$ cat src/rtl/tlk2711_tx_framer_if.sv
// Beat stream between the TX DMA read side and the TLK2711 transmit framer.
// The master drives beats, the slave (framer) returns ready.
interface tlk2711_tx_framer_if #(
  parameter int STREAM_DATA_WIDTH = 64
);
  logic                         i_s_tvalid;
  logic                         o_s_tready;
  logic [STREAM_DATA_WIDTH-1:0] i_s_tdata;
  logic                         i_s_tlast;

  modport master (output i_s_tvalid, output i_s_tdata, output i_s_tlast, input o_s_tready);
  modport slave  (input i_s_tvalid, input i_s_tdata, input i_s_tlast, output o_s_tready);
endinterface

$ cat src/rtl/tlk2711_tx_framer.sv
// TLK2711 transmit framer: 64-bit beats -> SOF, length, 16-bit payload words, EOF, K28.5 idle fill.
// Optional macro TLK2711_TX_CHECKSUM_EN inserts a 16-bit payload sum word before EOF.
module tlk2711_tx_framer #(
  parameter int STREAM_DATA_WIDTH = 64,
  parameter int DLEN_WIDTH        = 16,
  parameter int IDLE_GAP          = 4
) (
  input  logic                  clk,
  input  logic                  rst,
  input  logic                  i_tx_en,
  input  logic                  i_start,
  input  logic [DLEN_WIDTH-1:0] i_frame_len,
  tlk2711_tx_framer_if.slave    s_axis,
  output logic [15:0]           o_txd,
  output logic                  o_tkmsb,
  output logic                  o_tklsb,
  output logic                  o_busy,
  output logic                  o_done,
  output logic                  o_underrun,
  output logic                  o_len_err
);
  localparam logic [15:0] K_IDLE = 16'hC5BC;
  localparam logic [15:0] K_SOF  = 16'h50FB;
  localparam logic [15:0] K_EOF  = 16'h50FD;
  localparam int GAP_W = $clog2(IDLE_GAP + 1);
  localparam logic [GAP_W-1:0]      GAP_LOAD = GAP_W'(IDLE_GAP);
  localparam logic [GAP_W-1:0]      GAP_ONE  = GAP_W'(1);
  localparam logic [GAP_W-1:0]      GAP_ZERO = GAP_W'(0);
  localparam logic [DLEN_WIDTH-1:0] LEN_ONE  = DLEN_WIDTH'(1);
  localparam logic [DLEN_WIDTH-1:0] LEN_ZERO = DLEN_WIDTH'(0);

  typedef enum logic [2:0] {
    S_IDLE = 3'd0, S_SOF = 3'd1, S_LEN = 3'd2, S_DATA = 3'd3,
    S_CSUM = 3'd4, S_EOF = 3'd5, S_GAP = 3'd6
  } state_e;

  function automatic logic [15:0] word_sel(input logic [STREAM_DATA_WIDTH-1:0] beat,
                                           input logic [1:0] idx);
    case (idx)
      2'd0:    word_sel = beat[15:0];
      2'd1:    word_sel = beat[31:16];
      2'd2:    word_sel = beat[47:32];
      default: word_sel = beat[63:48];
    endcase
  endfunction

  state_e                         state_q, state_d;
  logic [DLEN_WIDTH-1:0]          len_q, len_d, fetch_q, fetch_d, beats_q, beats_d;
  logic [STREAM_DATA_WIDTH-1:0]   buf_q, buf_d;
  logic                           buf_vld_q, buf_vld_d;
  logic [1:0]                     idx_q, idx_d;
  logic [GAP_W-1:0]               gap_q, gap_d;
  logic [15:0]                    txd_q, txd_d;
  logic                           tklsb_q, tklsb_d, ready_q, ready_d, busy_q, busy_d;
  logic                           done_q, done_d, underrun_q, underrun_d, len_err_q, len_err_d;
  logic                           accept_s;
  logic [15:0]                    word_s;
  logic [DLEN_WIDTH+1:0]          len_x4_s;
`ifdef TLK2711_TX_CHECKSUM_EN
  logic [15:0]                    sum_q, sum_d;
`endif

  assign accept_s = ready_q & s_axis.i_s_tvalid;
  assign word_s   = word_sel(buf_q, idx_q);
  assign len_x4_s = {len_q, 2'b00};

  // Next-state, beat buffer and registered-output decode
  always_comb begin
    state_d    = state_q;
    len_d      = len_q;
    fetch_d    = fetch_q;
    beats_d    = beats_q;
    buf_d      = buf_q;
    buf_vld_d  = buf_vld_q;
    idx_d      = idx_q;
    gap_d      = gap_q;
    txd_d      = K_IDLE;
    tklsb_d    = 1'b1;
    busy_d     = busy_q;
    done_d     = 1'b0;
    underrun_d = underrun_q;
    len_err_d  = len_err_q;
`ifdef TLK2711_TX_CHECKSUM_EN
    sum_d      = sum_q;
`endif
    case (state_q)
      S_IDLE: begin
        gap_d = (gap_q != GAP_ZERO) ? (gap_q - GAP_ONE) : GAP_ZERO;
        if (i_start && i_tx_en && (gap_q == GAP_ZERO)) begin
          state_d    = S_SOF;
          len_d      = i_frame_len;
          fetch_d    = i_frame_len;
          beats_d    = i_frame_len;
          buf_vld_d  = 1'b0;
          idx_d      = 2'd0;
          busy_d     = 1'b1;
          underrun_d = 1'b0;
          len_err_d  = 1'b0;
`ifdef TLK2711_TX_CHECKSUM_EN
          sum_d      = 16'h0000;
`endif
        end else begin
          state_d = S_IDLE;
        end
      end
      S_SOF: begin
        txd_d   = K_SOF;
        state_d = S_LEN;
      end
      S_LEN: begin
        txd_d   = len_x4_s[15:0];
        tklsb_d = 1'b0;
        state_d = S_DATA;
      end
      S_DATA: begin
        if (buf_vld_q) begin
          txd_d   = word_s;
          tklsb_d = 1'b0;
          idx_d   = idx_q + 2'd1;
`ifdef TLK2711_TX_CHECKSUM_EN
          sum_d   = sum_q + word_s;
`endif
          if (idx_q == 2'd3) begin
            buf_vld_d = 1'b0;
            beats_d   = beats_q - LEN_ONE;
`ifdef TLK2711_TX_CHECKSUM_EN
            state_d   = (beats_q == LEN_ONE) ? S_CSUM : S_DATA;
`else
            state_d   = (beats_q == LEN_ONE) ? S_EOF : S_DATA;
`endif
          end else begin
            state_d = S_DATA;
          end
        end else begin
          // Starved: K28.5 holds the slot, word index stays put
          underrun_d = 1'b1;
        end
      end
      S_CSUM: begin
`ifdef TLK2711_TX_CHECKSUM_EN
        txd_d   = sum_q;
        tklsb_d = 1'b0;
`endif
        state_d = S_EOF;
      end
      S_EOF: begin
        txd_d   = K_EOF;
        done_d  = 1'b1;
        gap_d   = GAP_LOAD;
        state_d = S_GAP;
      end
      S_GAP: begin
        if (gap_q <= GAP_ONE) begin
          gap_d   = GAP_ZERO;
          busy_d  = 1'b0;
          state_d = S_IDLE;
        end else begin
          gap_d = gap_q - GAP_ONE;
        end
      end
      default: begin
        state_d = S_IDLE;
      end
    endcase

    // A load may coincide with word3 leaving, so it overrides the consume above
    if (accept_s) begin
      buf_d     = s_axis.i_s_tdata;
      buf_vld_d = 1'b1;
      idx_d     = 2'd0;
      fetch_d   = fetch_q - LEN_ONE;
      len_err_d = len_err_q | (s_axis.i_s_tlast != (fetch_q == LEN_ONE));
    end else begin
      fetch_d = fetch_d;
    end

    ready_d = (fetch_d != LEN_ZERO) && ((state_d == S_LEN) || (state_d == S_DATA)) &&
              (!buf_vld_d || (idx_d == 2'd3));
  end

  // State and output registers with synchronous reset
  always_ff @(posedge clk) begin
    if (rst) begin
      state_q    <= S_IDLE;
      len_q      <= LEN_ZERO;
      fetch_q    <= LEN_ZERO;
      beats_q    <= LEN_ZERO;
      buf_q      <= {STREAM_DATA_WIDTH{1'b0}};
      buf_vld_q  <= 1'b0;
      idx_q      <= 2'd0;
      gap_q      <= GAP_LOAD;
      txd_q      <= K_IDLE;
      tklsb_q    <= 1'b1;
      ready_q    <= 1'b0;
      busy_q     <= 1'b0;
      done_q     <= 1'b0;
      underrun_q <= 1'b0;
      len_err_q  <= 1'b0;
`ifdef TLK2711_TX_CHECKSUM_EN
      sum_q      <= 16'h0000;
`endif
    end else begin
      state_q    <= state_d;
      len_q      <= len_d;
      fetch_q    <= fetch_d;
      beats_q    <= beats_d;
      buf_q      <= buf_d;
      buf_vld_q  <= buf_vld_d;
      idx_q      <= idx_d;
      gap_q      <= gap_d;
      txd_q      <= txd_d;
      tklsb_q    <= tklsb_d;
      ready_q    <= ready_d;
      busy_q     <= busy_d;
      done_q     <= done_d;
      underrun_q <= underrun_d;
      len_err_q  <= len_err_d;
`ifdef TLK2711_TX_CHECKSUM_EN
      sum_q      <= sum_d;
`endif
    end
  end

  assign s_axis.o_s_tready = ready_q;
  assign o_txd             = txd_q;
  assign o_tkmsb           = 1'b0;
  assign o_tklsb           = tklsb_q;
  assign o_busy            = busy_q;
  assign o_done            = done_q;
  assign o_underrun        = underrun_q;
  assign o_len_err         = len_err_q;
endmodule

$ cat src/flat_wrapper.sv
// flat-port wrapper written by rule: the top's interface ports become plain ports
module tlk2711_tx_framer_flat 
#(
  parameter int STREAM_DATA_WIDTH = 64,
  parameter int DLEN_WIDTH        = 16,
  parameter int IDLE_GAP          = 4
)
  (clk, rst, i_tx_en, i_start, i_frame_len, o_txd, o_tkmsb, o_tklsb, o_busy, o_done, o_underrun, o_len_err, s_axis_i_s_tvalid, s_axis_i_s_tdata, s_axis_i_s_tlast, s_axis_o_s_tready);
  tlk2711_tx_framer_if #(.STREAM_DATA_WIDTH(STREAM_DATA_WIDTH)) s_axis_i ();
  input  logic clk;
  input  logic rst;
  input  logic i_tx_en;
  input  logic i_start;
  input  logic [DLEN_WIDTH-1:0] i_frame_len;
  output logic [15:0] o_txd;
  output logic o_tkmsb;
  output logic o_tklsb;
  output logic o_busy;
  output logic o_done;
  output logic o_underrun;
  output logic o_len_err;
  input wire logic [$bits(s_axis_i.i_s_tvalid)-1:0] s_axis_i_s_tvalid;
  input wire logic [$bits(s_axis_i.i_s_tdata)-1:0] s_axis_i_s_tdata;
  input wire logic [$bits(s_axis_i.i_s_tlast)-1:0] s_axis_i_s_tlast;
  output wire logic [$bits(s_axis_i.o_s_tready)-1:0] s_axis_o_s_tready;
  assign s_axis_i.i_s_tvalid = s_axis_i_s_tvalid;
  assign s_axis_i.i_s_tdata = s_axis_i_s_tdata;
  assign s_axis_i.i_s_tlast = s_axis_i_s_tlast;
  assign s_axis_o_s_tready = s_axis_i.o_s_tready;
  tlk2711_tx_framer #(.STREAM_DATA_WIDTH(STREAM_DATA_WIDTH), .DLEN_WIDTH(DLEN_WIDTH), .IDLE_GAP(IDLE_GAP)) u_core (.clk(clk), .rst(rst), .i_tx_en(i_tx_en), .i_start(i_start), .i_frame_len(i_frame_len), .s_axis(s_axis_i), .o_txd(o_txd), .o_tkmsb(o_tkmsb), .o_tklsb(o_tklsb), .o_busy(o_busy), .o_done(o_done), .o_underrun(o_underrun), .o_len_err(o_len_err));
endmodule
$ cat config.mk
export PLATFORM = sky130hd
export DESIGN_NAME = tlk2711_tx_framer_flat
export DESIGN_NICKNAME = d
export VERILOG_FILES = /design/src/rtl/tlk2711_tx_framer_if.sv /design/src/rtl/tlk2711_tx_framer.sv /design/src/flat_wrapper.sv
export SDC_FILE = /design/constraint.sdc
export NUM_CORES = 1
export LEC_CHECK = 0
export BUFFER_PORTS_ARGS = -buffer_cell sky130_fd_sc_hd__clkbuf_2
export CAP_MARGIN = 20
export CORE_MARGIN = 2
export CORE_UTILIZATION = 51
export DETAILED_ROUTE_END_ITERATION = 8
export PLACE_DENSITY = 0.75
export REMOVE_ABC_BUFFERS = 1
export SLEW_MARGIN = 20
export SYNTH_ARGS = -nofsm -noshare
export SYNTH_HDL_FRONTEND = slang
export SYNTH_SLANG_ARGS = --single-unit
$ cat constraint.sdc
create_clock -name clk -period 3.04 [get_ports clk]
set_clock_uncertainty 0.1 [all_clocks]
set_input_delay 0.608 -clock clk [delete_from_list [all_inputs] [get_ports clk]]
set_output_delay 0.608 -clock clk [all_outputs]
set_load 0.005 [all_outputs]
==> results.ini, run 1 <==
[drt]
wl_um = 17700
dr_total_vias = 6373
drc_errors = 0
vias_per_cell = 5.74
antenna_left = 0
dr.max_layer_used = met4
m1WireLength_um = 7970
first_pass_iters = 6
wl_per_cell_um = 16.0
met3_wirelength_um = 1130
wl_met2_um = 8100
drt_iter0_drc = 654

[power_and_ir_drop]
ir_drop_mv = 0.465
p_leak_uw = 0.00297
powerDensity_mw_per_mm2 = 637

[floorplanning]
core_mm2 = 0.0125
ios = 109
die_area_mm2 = 0.0136
die_h_um = 116
num_rows = 41
start_util = 0.518
die_width_um = 116

[worst_setup_path]
worstSetupPathType = register to register
crit_buf_inv = 1
worst-endpoint-required_ns = 3.23
path_cells = inv_1, ha_1, and4b_1, a21oi_1, a21oi_1, o221a_2, nor4_1, a31oi_1
path_max_fanout = 6
worst_r2r_path_depth = 8
critPathCaptureType = register
crit_family = compound AO/OA/AOI/OAI gates
cp_common_cell = a21oi_1
path_depth = 8
cpPeakStageDelay_ns = 0.39
start_kind = register
worstPathArrival_ns = 2.58
critPathSlowestCell = a21oi_1

[cells_and_area]
fin_util = 0.620
multi_input_area_mm2 = 0.00335
diodes = 0
fillers = 1153
synthToLayoutAreaGrowth_pct = 19.8
final_nets = 1022
final-seq-area_mm2 = 0.00282
drive_gt1_frac = 0.180

[synthesis]
ys_ff_latch = 141
async_flop_share = 0
synth_cells = 840
synthFlopType = dfxtp_1
ys_warn_count = 0
ys_seq_area_frac = 0.437
synth_edf_count = 0
syn_area_per_cell_um2 = 7.68
synth.distinct_cells = 65
syn_area_mm2 = 0.00645

[clock_tree]
cts_buffers = 17
clockRootBuffer = clkbuf_16
clk_latency_ns = 0.42
htreeDepth = 4
post-cts-setup-buffers = 0
clk_pin_slew_worst_paths_ns = 0.06
postCtsHoldBufs = 0
cts_tree = built
postCtsResizedCells = 0
numClockSinks = 141
clockBufferDepth = 2

[timing]
drv_slew = 0
period_share = 0.787
fmax_ghz = 0.418
rsz0062_at_grt = false
tightest_slew_ns = 0.785
fin_setup_tns_ns = 0
slew_headroom = 0.470
final-setup-viol-count = 0
fin_crit_ns = 2.39
hold_viol = 0

[place]
hpwl_um = 12000
gp_congestion = 0.929
port_buffers = 107

[global_route]
grt_overflow = 0
grt_pass1_wl_um = 28300
grt_pass1_vias = 5734
grt_max_degree = 70
antenna_found_initial = 0
globalRouteTotalUtil = 0.267

[job]
max_cap_violations = 0

[hold_path]
hold_path_class = input port to register
whs_path_depth = 3

[outcome]
run_status = completed

layer usage:
metal  global-route usage  vias to the layer above
met5                    0                        -
met4                0.114                        0
met3               0.0675                       48
met2                0.418                      245
met1                0.351                     2944
li1                     -                     3136
worst reg2reg max path, stage by stage (launching register included):
cell and delay, ns:
dfxtp_1 0.38, inv_1 0.09, ha_1 0.22, and4b_1 0.27, a21oi_1 0.39, a21oi_1 0.08, o221a_2 0.27, nor4_1 0.34
a31oi_1 0.12
flip-flops by register name (all words and copies together) (netlist names):
register and flops:
u_core.beats_q 16, u_core.buf_q 64, u_core.buf_vld_q 1, u_core.fetch_q 16, u_core.gap_q 3, u_core.idx_q 2, u_core.len_q 14, u_core.o_busy 1
u_core.o_done 1, u_core.o_len_err 1, u_core.o_tklsb 1, u_core.o_txd 16, u_core.o_underrun 1, u_core.s_axis.o_s_tready 1, u_core.state_q 3
kinds of logic after synthesis:
| logic type | count (synthesis) | share of synthesized area |
|---|---|---|
| AO/OA/AOI/OAI | 252 | 0.239 |
| XOR/XNOR | 4 | 0.00543 |
| adder cells (fa/ha/maj) | 11 | 0.0213 |
| buffers and inverters | 74 | 0.0446 |
| flip-flops | 141 | 0.437 |
| multiplexers | 4 | 0.00621 |
| other | 1 | 0.000581 |
| AND/OR/NAND/NOR | 353 | 0.245 |
cell type report:
type | instances | area share
Timing Repair Buffer | 125 | 0.0871
Inverter | 15 | 0.00728
Clock buffer | 19 | 0.0573
Sequential cell | 141 | 0.365
Clock inverter | 13 | 0.0225
Multi-Input combinational cell | 625 | 0.433
Tap cell | 172 | 0.0278
cells in the final DEF (no fill, tap or decap), types with 3 or more instances in the layout:
cell	instances
a211oi_1	5
a21oi_1	127
a222oi_1	16
a22o_1	3
a22oi_1	9
a31oi_1	6
a32o_1	3
a41oi_1	3
and2_1	7
and3_1	5
and3b_1	3
and4b_1	3
buf_4	19
bufinv_16	3
clkbuf_16	17
clkbuf_2	106
dfxtp_1	141
ha_1	11
inv_1	13
inv_6	7
mux2i_1	4
nand2_1	201
nand3_1	11
nand3b_1	3
nor2_1	64
nor2b_1	5
nor3_1	17
nor3b_1	4
nor4_1	6
o211ai_1	5
o21ai_0	39
o21ba_2	3
o22ai_1	11
or3_1	4
worst paths after layout:
check                                                  start                                  end  slack [ns]
worst max register to register  u_core.gap_q[0]$_SDFFE_PP0P_  u_core.s_axis.o_s_tready$_SDFF_PP0_        0.65
worst min register to register  u_core.len_q[6]$_SDFFE_PP0P_         u_core.len_q[6]$_SDFFE_PP0P_        0.35
worst min-delay path                    s_axis_i_s_tdata[60]        u_core.buf_q[60]$_SDFFE_PP0P_        0.30
worst max-delay path            u_core.gap_q[0]$_SDFFE_PP0P_  u_core.s_axis.o_s_tready$_SDFF_PP0_        0.65
report_power, final:
group / switching, uW / internal, uW
Combinational: 433 / 318
Sequential: 74.9 / 1930
Clock: 838 / 1330
synth_stat cells, drive strengths merged (3+ instances only):
master / n / area, um2
a211oi: 5 / 37.5
a21oi: 127 / 636
a222oi: 16 / 160
a22o: 3 / 26.3
a22oi: 9 / 67.6
a31oi: 6 / 37.5
a32o: 3 / 30.0
a41oi: 3 / 26.3
and2: 9 / 56.3
and3: 5 / 31.3
and3b: 3 / 26.3
and4b: 3 / 30.0
buf: 13 / 58.8
clkbuf: 46 / 173
dfxtp: 141 / 2820
ha: 11 / 138
inv: 13 / 48.8
mux2i: 4 / 40.0
nand2: 202 / 758
nand3: 12 / 65.1
nand3b: 3 / 22.5
nor2: 64 / 240
nor2b: 5 / 31.3
nor3: 17 / 85.1
nor3b: 4 / 30.0
nor4: 7 / 50.1
o211ai: 5 / 37.5
o21ai: 41 / 205
o21ba: 4 / 40.0
o22ai: 12 / 81.3
or3: 4 / 25.0
or4: 4 / 37.5
stage by stage:
step           hold WS, ns  total power [uW]  std cells  instance area (um2)  setup slack (ns)
2_1_floorplan        0.327              2500        781                 6220            -0.188
3_3_place_gp         0.339              2770       1078                 7110             0.592
3_5_place_dp         0.343              2770       1078                 7110             0.546
4_1_cts              0.290              4930       1110                 7730             0.691
5_1_grt              0.292              5100       1110                 7730             0.364
6_report             0.300              4920       1110                 7730             0.646
Note: power is estimated with default switching activity, not from simulation.
==> run 2: changes to the inputs <==
- clock period: 3.04 -> 2.34 ns (I/O delays scaled with it)
==> results.ini, run 2 (synthesis gave the netlist of run 1 again) <==
[timing]
rsz0062_at_grt = true  ; was false
fin_ws_ns = 0.0846  ; was 0.646 ns
period_share = 0.964  ; was 0.787
tightest_slew_ns = 0.851  ; was 0.785 ns
final-setup-viol-count = 0  ; unchanged
fin_setup_tns_ns = 0  ; unchanged
slew_headroom = 0.433  ; was 0.470
hold_viol = 0  ; unchanged
fmax_ghz = 0.443  ; was 0.418 GHz
drv_slew = 0  ; unchanged
fin_crit_ns = 2.26  ; was 2.39 ns
hold_ws_ns = 0.156  ; was 0.300 ns

[worst_setup_path]
r2r-start = u_core.gap_q[0]$_SDFFE_PP0P_  ; unchanged
timing.rr.end = u_core.s_axis.o_s_tready$_SDFF_PP0_  ; unchanged
worst_r2r_path_depth = 9  ; was 8
worstSetupPathType = register to register  ; unchanged
worst-endpoint-required_ns = 2.54  ; was 3.23 ns
reg2reg_slack_ns = 0.08  ; was 0.65 ns
path_max_fanout = 6  ; unchanged
start_kind = register  ; unchanged
worstPathArrival_ns = 2.46  ; was 2.58 ns
critPathCaptureType = register  ; unchanged

[cells_and_area]
multi_input_area_mm2 = 0.00338  ; was 0.00335 mm2
post-route-cell-area_mm2 = 0.00786  ; was 0.00773 mm2
final-seq-area_mm2 = 0.00282  ; about the same
final_nets = 1042  ; was 1,022
synthToLayoutAreaGrowth_pct = 21.9  ; was 19.8%
regMostFlops = u_core.buf_q  ; unchanged
final_cell_mix = nand2_1 (201), dfxtp_1 (140), a21oi_1 (126), clkbuf_2 (106), nor2_1 (64)  ; was nand2_1 (201), dfxtp_1 (141), a21oi_1 (127), clkbuf_2 (106), nor2_1 (64)
final_common_cell = nand2_1  ; unchanged
fin_util = 0.631  ; was 0.620
diodes = 0  ; unchanged
fillers = 1153  ; unchanged
drive_gt1_frac = 0.208  ; was 0.180
largest_reg_flops = 64  ; unchanged

[drt]
drt_iter0_drc = 649  ; was 654
vias_per_cell = 5.73  ; was 5.74
met3_wirelength_um = 1210  ; was 1130 um
antenna_left = 0  ; unchanged
drc_errors = 0  ; unchanged
wl_per_cell_um = 16.3  ; was 16.0 um
wl_um = 18500  ; was 17,700 um
dr.max_layer_used = met4  ; unchanged
first_pass_iters = 5  ; was 6
wl_met2_um = 8670  ; was 8100 um
dr_total_vias = 6464  ; was 6,373
m1WireLength_um = 8180  ; was 7970 um

[floorplanning]
die_width_um = 116  ; unchanged
ios = 109  ; unchanged
die_area_mm2 = 0.0136  ; unchanged
num_rows = 41  ; unchanged
die_h_um = 116  ; unchanged
core_mm2 = 0.0125  ; unchanged
start_util = 0.518  ; unchanged

[power_and_ir_drop]
powerDensity_mw_per_mm2 = 788  ; was 637 mW/mm2
p_leak_uw = 0.00304  ; was 0.00297 uW
ir_drop_mv = 0.477  ; was 0.465 mV

[clock_tree]
post-cts-setup-buffers = 0  ; unchanged
cts_tree = built  ; unchanged
clockRootBuffer = clkbuf_16  ; unchanged
postCtsHoldBufs = 0  ; unchanged
postCtsResizedCells = 0  ; unchanged
cts_buffers = 17  ; unchanged
numClockSinks = 141  ; unchanged
htreeDepth = 4  ; unchanged
clockBufferDepth = 2  ; unchanged
clk_pin_slew_worst_paths_ns = 0.06  ; about the same
clk_latency_ns = 0.43  ; was 0.42 ns

[global_route]
grt_pass1_wl_um = 28900  ; was 28,300 um
antenna_found_initial = 0  ; unchanged
grt_pass1_vias = 5756  ; was 5,734
grt_max_degree = 80  ; was 70
globalRouteTotalUtil = 0.273  ; was 0.267
grt_overflow = 0  ; unchanged

[place]
port_buffers = 107  ; unchanged
gp_congestion = 0.916  ; was 0.929
pre_cts_ws_ns = 0.0115  ; was 0.546 ns
hpwl_um = 12700  ; was 12,000 um
place_area_mm2 = 0.00726  ; was 0.00711 mm2

[hold_path]
hold_path.startpoint = s_axis_i_s_tdata[2]  ; was s_axis_i_s_tdata[60]
whs_path_depth = 3  ; unchanged
holdPathEnd = u_core.buf_q[2]$_SDFFE_PP0P_  ; was u_core.buf_q[60]$_SDFFE_PP0P_
hold_path_class = input port to register  ; unchanged

[job]
max_cap_violations = 0  ; unchanged

[outcome]
run_status = completed  ; unchanged

[run 2: stage by stage]
step	instances	total power, uW
final	1129	6200
after global routing	1129	6430
after CTS	1129	6180
after detailed placement	1098	3630
after global placement	1098	3610
after floorplan	781	3240
[run 2: worst max-delay path: stages, from the launching register on]
cell	delay [ns]
dfxtp_1	0.37
inv_1	0.09
ha_1	0.22
and4b_2	0.28
nand2_1	0.11
buf_4	0.16
mux2i_1	0.24
mux2i_1	0.17
nor4_2	0.28
a31oi_1	0.11
[run 2: metal layers]
metal  vias up  track usage
met3        34       0.0535
met1      2989        0.371
met4         0        0.111
li1       3171            -
met2       270        0.428
met5         -            0
[run 2: power breakdown]
part	switching (uW)	internal (uW)	leakage [uW]
Combinational	574	442	0.00163
Clock	1070	1520	0.000272
Sequential	94.8	2510	0.00114
[run 2: worst max path at each step]
stage / from / endpoint / slack (ns) / cells past startpoint
6_report: u_core.gap_q[0]$_SDFFE_PP0P_ / u_core.s_axis.o_s_tready$_SDFF_PP0_ / 0.08 / 9
4_1_cts: u_core.gap_q[0]$_SDFFE_PP0P_ / u_core.s_axis.o_s_tready$_SDFF_PP0_ / 0.02 / 9
3_3_place_gp: u_core.gap_q[0]$_SDFFE_PP0P_ / u_core.s_axis.o_s_tready$_SDFF_PP0_ / 0.08 / 9
3_5_place_dp: u_core.gap_q[0]$_SDFFE_PP0P_ / u_core.s_axis.o_s_tready$_SDFF_PP0_ / 0.01 / 9
5_1_grt: u_core.fetch_q[1]$_SDFF_PP0_ / u_core.s_axis.o_s_tready$_SDFF_PP0_ / -0.04 / 9
2_1_floorplan: s_axis_i_s_tvalid / u_core.s_axis.o_s_tready$_SDFF_PP0_ / -0.75 / 6
[run 2: area by class of cell]
type	count	area share
multi-input combinational	625	0.430
sequential	141	0.359
timing repair buffer	145	0.105
clock buffer	19	0.0576
tap	172	0.0274
clock inverter	12	0.0142
inverter	15	0.00716
==> run 3: changes to the inputs <==
- PLACE_DENSITY: 0.75 -> 0.78
- clock period: 2.34 -> 1.8 ns (I/O delays scaled with it)
==> results.ini, run 3 (synthesis gave the netlist of run 1 again) <==
[place]
place_area_mm2 = 0.00784  ; was 0.00726 mm2
gp_congestion = 0.943  ; was 0.916
port_buffers = 107  ; unchanged
hpwl_um = 13300  ; was 12,700 um

[global_route]
grt_overflow = 0  ; unchanged
grt_pass1_vias = 6482  ; was 5,756
grt_pass1_wl_um = 32400  ; was 28,900 um
grt_max_degree = 68  ; was 80
globalRouteTotalUtil = 0.307  ; was 0.273
antenna_found_initial = 0  ; unchanged

[clock_tree]
numClockSinks = 141  ; unchanged
cts_tree = built  ; unchanged
cts_buffers = 17  ; unchanged
clk_pin_slew_worst_paths_ns = 0.06  ; about the same
clockRootBuffer = clkbuf_16  ; unchanged
clk_latency_ns = 0.43  ; about the same
clockBufferDepth = 2  ; unchanged
htreeDepth = 4  ; unchanged

[worst_setup_path]
path_max_fanout = 3  ; was 6
worstSetupPathType = register to register  ; unchanged
worst_r2r_path_depth = 6  ; was 9
worst-endpoint-required_ns = 2.00  ; was 2.54 ns
reg2reg_slack_ns = -0.37  ; was 0.08 ns
worstPathArrival_ns = 2.37  ; was 2.46 ns
critPathCaptureType = register  ; unchanged
timing.rr.end = u_core.s_axis.o_s_tready$_SDFF_PP0_  ; unchanged
start_kind = register  ; unchanged
r2r-start = u_core.fetch_q[1]$_SDFF_PP0_  ; was u_core.gap_q[0]$_SDFFE_PP0P_

[hold_path]
holdPathEnd = u_core.buf_q[49]$_SDFFE_PP0P_  ; was u_core.buf_q[2]$_SDFFE_PP0P_
hold_path.startpoint = s_axis_i_s_tdata[49]  ; was s_axis_i_s_tdata[2]
hold_path_class = input port to register  ; unchanged
whs_path_depth = 3  ; unchanged

[timing]
fin_ws_ns = -0.370  ; was 0.0846 ns
hold_ws_ns = 0.0497  ; was 0.156 ns
fmax_ghz = 0.461  ; was 0.443 GHz
final-setup-viol-count = 34  ; was 0
hold_viol = 0  ; unchanged
period_share = 1.21  ; was 0.964
rsz0062_at_grt = true  ; unchanged
slew_headroom = 0.477  ; was 0.433
drv_slew = 0  ; unchanged
tightest_slew_ns = 0.785  ; was 0.851 ns
fin_crit_ns = 2.17  ; was 2.26 ns

[power_and_ir_drop]
ir_drop_mv = 0.602  ; was 0.477 mV
p_leak_uw = 0.00371  ; was 0.00304 uW
powerDensity_mw_per_mm2 = 961  ; was 788 mW/mm2

[floorplanning]
die_width_um = 116  ; unchanged
start_util = 0.518  ; unchanged
ios = 109  ; unchanged
die_h_um = 116  ; unchanged
core_mm2 = 0.0125  ; unchanged
die_area_mm2 = 0.0136  ; unchanged
num_rows = 41  ; unchanged

[cells_and_area]
diodes = 0  ; unchanged
final_common_cell = nand2_1  ; unchanged
synthToLayoutAreaGrowth_pct = 43.6  ; was 21.9%
final_nets = 1137  ; was 1,042
post-route-cell-area_mm2 = 0.00927  ; was 0.00786 mm2
largest_reg_flops = 64  ; unchanged
drive_gt1_frac = 0.359  ; was 0.208
final_cell_mix = nand2_1 (199), dfxtp_1 (129), a21oi_1 (116), clkbuf_2 (106), buf_4 (101)  ; was nand2_1 (201), dfxtp_1 (140), a21oi_1 (126), clkbuf_2 (106), nor2_1 (64)
regMostFlops = u_core.buf_q  ; unchanged

[drt]
dr_total_vias = 7398  ; was 6,464
wl_um = 22600  ; was 18,500 um
first_pass_iters = 6  ; was 5
drt_iter0_drc = 1007  ; was 649
antenna_left = 0  ; unchanged
vias_per_cell = 6.04  ; was 5.73
drc_errors = 0  ; unchanged
wl_per_cell_um = 18.5  ; was 16.3 um

[outcome]
violations = negative setup slack
run_status = finished with violations  ; was completed

[job]
max_cap_violations = 0  ; unchanged

==> run 3: worst max path at each step <==
stage / start / end / slack [ns] / cells past startpoint
after floorplan: u_core.s_axis.o_s_tready$_SDFF_PP0_ / u_core.s_axis.o_s_tready$_SDFF_PP0_ / -1.19 / 6
after global placement: u_core.fetch_q[0]$_SDFF_PP0_ / u_core.s_axis.o_s_tready$_SDFF_PP0_ / -0.35 / 7
after detailed placement: u_core.fetch_q[0]$_SDFF_PP0_ / u_core.s_axis.o_s_tready$_SDFF_PP0_ / -0.39 / 7
after CTS: u_core.fetch_q[1]$_SDFF_PP0_ / u_core.s_axis.o_s_tready$_SDFF_PP0_ / -0.35 / 6
after global routing: u_core.fetch_q[1]$_SDFF_PP0_ / u_core.s_axis.o_s_tready$_SDFF_PP0_ / -0.43 / 6
final: u_core.fetch_q[1]$_SDFF_PP0_ / u_core.s_axis.o_s_tready$_SDFF_PP0_ / -0.37 / 6
==> run 3: layout make-up <==
type	count	area (um2)
Timing Repair Buffer	240	1690
Fill cell	896	3200
Inverter	15	63.8
Tap cell	172	215
Multi-Input combinational cell	625	3900
Clock buffer	23	478
Clock inverter	9	86.3
Sequential cell	141	2840
==> run 3: repair_timing <==
item | CTS | global route
buffers inserted | 9 | 13
pin swaps | 35 | 67
cloned | 2 | 0
endpoints found under the setup margin | 64 | 112
hold buffers | 0 | 0
gates resized for setup | 85 | 119
==> run 3: critical path, stage by stage (launching register included) <==
cell	delay [ns]
dfxtp_2	0.33
or4_4	0.57
or4_4	0.45
o22ai_2	0.10
o21ba_4	0.17
nor4_2	0.21
a31oi_1	0.11
==> run 3: layer usage <==
metal,track usage,vias to the layer above,wire length (um)
met3,0.0550,130,2020
li1,-,3369,-
met4,0.121,0,1200
met5,0,-,0
met2,0.504,451,10700
met1,0.401,3448,8700
==> run 3: power by group <==
group	switching, uW	total (uW)	internal (uW)
clock	1330	3340	2010
sequential	100	3360	3260
combinational	1110	2200	1080
==> run 3: metrics by stage <==
stage          setup slack, ns  instances  TNS (ns)   util  total power (uW)
6_report                -0.370       1225     -3.06  0.744              8900
5_1_grt                 -0.428       1225     -5.92  0.744              9210
4_1_cts                 -0.348       1217     -4.00  0.703              8480
3_5_place_dp            -0.393       1175     -9.11  0.629              5000
3_3_place_gp            -0.346       1175     -6.84  0.629              4990
2_1_floorplan            -1.19        781    -53.90      -              4220
